<file path="src/rtl/mul_shiftadd.sv">
// Iterative radix-2 shift-add multiplier with en/done start-hold handshake.
// Define MUL_SHIFTADD_SIGNED_EN to honour `sign` (two's complement operands, extra FIX state).
module mul_shiftadd #(
    parameter int DATA_W = 32
) (
    input  logic                  clk,
    input  logic                  rst,
    input  logic                  en,
    input  logic                  sign,
    input  logic [DATA_W-1:0]     op_a,
    input  logic [DATA_W-1:0]     op_b,
    output logic [2*DATA_W-1:0]   product,
    output logic                  done
);

    localparam int CNT_W = $clog2(DATA_W + 1);

    typedef enum logic [1:0] {
        ST_IDLE,
        ST_RUN,
        ST_FIX,
        ST_DONE
    } state_t;

    state_t               state;
    logic [CNT_W-1:0]     cnt;
    logic [DATA_W-1:0]    mcand;
    // High half accumulates partial products; low half holds the multiplier as it shifts out.
    logic [2*DATA_W-1:0]  acc;

    function automatic logic [2*DATA_W-1:0] shift_add(input logic [2*DATA_W-1:0] a,
                                                      input logic [DATA_W-1:0]   m);
        logic [DATA_W:0] hi;
        hi = {1'b0, a[2*DATA_W-1:DATA_W]} + (a[0] ? {1'b0, m} : '0);
        return {hi, a[DATA_W-1:1]};
    endfunction

`ifdef MUL_SHIFTADD_SIGNED_EN
    logic neg;

    // |-2^(DATA_W-1)| wraps back to 2^(DATA_W-1), which is exact as an unsigned value.
    function automatic logic [DATA_W-1:0] magnitude(input logic [DATA_W-1:0] v, input logic s);
        return (s && v[DATA_W-1]) ? (~v + DATA_W'(1)) : v;
    endfunction

    function automatic logic [2*DATA_W-1:0] negate(input logic [2*DATA_W-1:0] v);
        return ~v + (2*DATA_W)'(1);
    endfunction
`else
    logic unused_sign;
    assign unused_sign = sign;
`endif

    always_ff @(posedge clk) begin
        if (rst) begin
            state   <= ST_IDLE;
            cnt     <= '0;
            product <= '0;
            done    <= 1'b0;
        end else begin
            case (state)
                ST_IDLE: begin
                    if (en) begin
`ifdef MUL_SHIFTADD_SIGNED_EN
                        mcand <= magnitude(op_a, sign);
                        acc   <= {{DATA_W{1'b0}}, magnitude(op_b, sign)};
                        neg   <= sign & (op_a[DATA_W-1] ^ op_b[DATA_W-1]);
`else
                        mcand <= op_a;
                        acc   <= {{DATA_W{1'b0}}, op_b};
`endif
                        cnt   <= '0;
                        state <= ST_RUN;
                    end
                end
                ST_RUN: begin
                    if (!en) begin
                        state <= ST_IDLE;
                    end else if (cnt != CNT_W'(DATA_W)) begin
                        acc <= shift_add(acc, mcand);
                        cnt <= cnt + CNT_W'(1);
                    end else begin
`ifdef MUL_SHIFTADD_SIGNED_EN
                        state <= ST_FIX;
`else
                        product <= acc;
                        done    <= 1'b1;
                        state   <= ST_DONE;
`endif
                    end
                end
                ST_FIX: begin
`ifdef MUL_SHIFTADD_SIGNED_EN
                    if (!en) begin
                        state <= ST_IDLE;
                    end else begin
                        product <= neg ? negate(acc) : acc;
                        done    <= 1'b1;
                        state   <= ST_DONE;
                    end
`else
                    state <= ST_IDLE;
`endif
                end
                ST_DONE: begin
                    // Stays here while en is held so a long hold never retriggers.
                    if (!en) begin
                        done  <= 1'b0;
                        state <= ST_IDLE;
                    end
                end
                default: state <= ST_IDLE;
            endcase
        end
    end

endmodule

</file>
<file path="config.mk">
export PLATFORM = sky130hd
export DESIGN_NAME = mul_shiftadd
export DESIGN_NICKNAME = d
export VERILOG_FILES = /design/src/rtl/mul_shiftadd.sv
export SDC_FILE = /design/constraint.sdc
export NUM_CORES = 1
export LEC_CHECK = 0
export CAP_MARGIN = 10
export CORE_MARGIN = 4
export CORE_UTILIZATION = 25
export DETAILED_ROUTE_END_ITERATION = 10
export PLACE_DENSITY_LB_ADDON = 0.15
export SLEW_MARGIN = 20
export SYNTH_ARGS = -nofsm -noshare
export SYNTH_HDL_FRONTEND = slang
export SYNTH_SLANG_ARGS = --single-unit
</file>
<file path="constraint.sdc">
create_clock -name clk -period 7.2 [get_ports clk]
set_input_delay 1.44 -clock clk [delete_from_list [all_inputs] [get_ports clk]]
set_output_delay 1.44 -clock clk [all_outputs]
set_load 0.02 [all_outputs]
</file>
==> out/metrics.cfg <==
[clocking]
clk_latency_ps=430
post_cts_buffers=0
cts.path.max_buffers=2
cts_root_buf=clkbuf_16
cts_buffers=17
clk_pin_slew_ps=70
cts_max_level=4
holdBufCountCts=0
cts_tree=yes
cts_resized=0
clock-sinks=169

[min_path]
hold_depth=2
hold_path.class=reg -> reg

[global_route]
grt_pass1_vias=6372
grt_overflow=0
grt.total_usage_pct=12.3
met1_usage_pct=15.7
grt_max_degree=71
grt_antenna_before_repair=1
grt_pass1_wl_um=34600
use_met3_pct=2.96
grt_busiest_layer=met2
grt_use_met2_pct=21.2

[placed_design]
globalplace.congestion=0.801
place_ws_ps=2880
dp_hpwl_um=14200
dp.cells=1346
port_buffers=131
placed_cell_area_um2=9700

[power]
power_frac_comb_pct=9.8
ir_drop_uv=149
pwr-share-seq_pct=48.6
p_sw_uw=575
p_leak_nw=3.75
pwr_density_cell_nw_per_um2=213
power_frac_clock_pct=41.6
p_int_mw=1.61
switching_share_pct=26.3

[synth]
avgSynthCellArea_um2=9.43
yosysMostFrequentCell=nand2_1
synth_nets=949
async_flop_share_pct=0
ys_warn_count=0
syn_inst=846
synth_edf_count=96
synth_top_area_share_pct=36.1
synthDistinctLibCells=55
syn-cell-area_um2=7980
yosys-top-cells-area=edfxtp_1, dfxtp_1, nand2_1, a21oi_1, ha_1
synth_top_area_cell=edfxtp_1
yosysSeqAreaShare_pct=54.5
synth_commonest_cells=nand2_1, a21oi_1, edfxtp_1
synth_ff_type=edfxtp_1
ys_seq_elements=169

[finish]
drive_gt1_share_pct=6.15
final_cell_area_um2=10300
post-route-util_pct=32.5
num_antenna_cells=0
final_nets=1066
fin_cells=1378
syn_to_final_growth_pct=28.7

[sta]
finalCriticalPeriod_ps=3760
maxSlewViolCount=0
finalSetupViolCount=0
rsz0062_at_grt=false
fin_skew_ps=14.6
tns_ps=0
finalCritPeriodShare_pct=52.3
hold_viol=0
fmax_mhz=266
fin_ws_ps=3440
slew_headroom_pct=34.0
tightest_slew_ps=987

[floorplanning]
io_pins=133
die_area_um2=34800
core_um2=31600
initial_utilization_pct=25.3
die_w_um=187
row_count=65
die_h_um=187

[setup_path]
crit_fanout=38
crit_arrival_ps=3830
crit_chain=clkdlybuf4s50_1, nor2b_1, nand2b_1, nor2_4, buf_4
required_ps=7260
cp_num_buf_inv=2
cp-start-kind=input pin
reg2regPathDepth=12
worstSetupEndpointType=flop
cp.depth=5
crit_type=in -> reg
max_stage_delay_ps=660
cpMaxStageDelayCell=nor2_4
critical_path.top_delay_family=simple AND/OR/NAND/NOR gates

[route]
antenna_left=0
routed_wl_um=21200
drc=0
drt-pass1-iter-count=4
wl_per_cell_um=15.4
drtIter0Drc=286
via_count=6119
viasPerCell=4.44

[run]
maxCapViolations=0

[run_status]
status=finished, final reports clean

metal layers:
metal / routed length (um) / part of all wire (%) / up-vias
met5: 20 / 0.095 / -
met4: 218 / 1.0 / 2
met3: 808 / 3.8 / 13
met2: 10100 / 48 / 105
met1: 10000 / 47 / 2859
li1: - / - / 3140
worst register-to-register path: stages, from the launching register on:
cell and delay [ps]:
edfxtp_1 360, buf_4 240, and2_1 190, ha_1 200, fa_1 430, a211oi_1 250
nor2_1 130, a21oi_1 260, nand3_2 170, nand4_1 200, and2_1 210, o32ai_1 120
o31a_1 250
path summary, 6_finish.rpt:
check                            startpoint     endpoint  slack [ps]
worst max-delay path                     en      acc[40]        3440
worst min-delay path            product[19]  product[19]         450
worst max register to register       acc[0]      acc[63]        3950
worst min register to register  product[19]  product[19]         450
state kept, by name (all words and copies together) (netlist names):
name / count
done: 1
mcand: 32
product: 64
acc: 64
cnt: 6
state: 2
kinds of logic after synthesis:
family	share of synthesized area, %
flip-flops	54.5
multiplexers	0.314
buffers and inverters	2.62
AND/OR/NAND/NOR	21.7
adder cells (fa/ha/maj)	5.58
XOR/XNOR	2.96
AO/OA/AOI/OAI	12.4
power by group through the flow:
stage	clock, mW	combinational, mW	sequential [mW]
final	0.910	0.215	1.06
after global routing	0.986	0.242	1.07
after CTS	0.953	0.220	1.06
after detailed placement	0	0.218	1.09
after global placement	0	0.219	1.08
after floorplan	0	0.137	1.08
cell usage in the layout, fill, tap and decap left out, types with 7 or more instances in the layout:
master,count
nand3_1,12
dfxtp_1,73
xor2_1,17
o21ai_0,11
a21oi_1,98
inv_6,7
nand2_1,253
ha_1,34
edfxtp_1,96
o21bai_1,7
a21o_1,13
xnor2_1,10
clkdlybuf4s50_1,130
buf_4,8
nor2_1,51
and2_1,38
nor3_1,9
nand4_1,11
clkbuf_16,17
inv_1,11
per-stage QoR:
step | hold WS (ps) | total power, mW
final | 454 | 2.19
after global routing | 472 | 2.29
after CTS | 458 | 2.24
after detailed placement | 446 | 1.30
after global placement | 445 | 1.30
after floorplan | 453 | 1.22
final cells by class:
type,instances,area (um^2)
inverter,11,41.3
tap,402,503
clock buffer,18,439
timing repair buffer,139,1370
sequential,169,4340
multi-input combinational,625,3450
clock inverter,14,125
fill,3333,21300
Power figures use the tool's default switching activity.
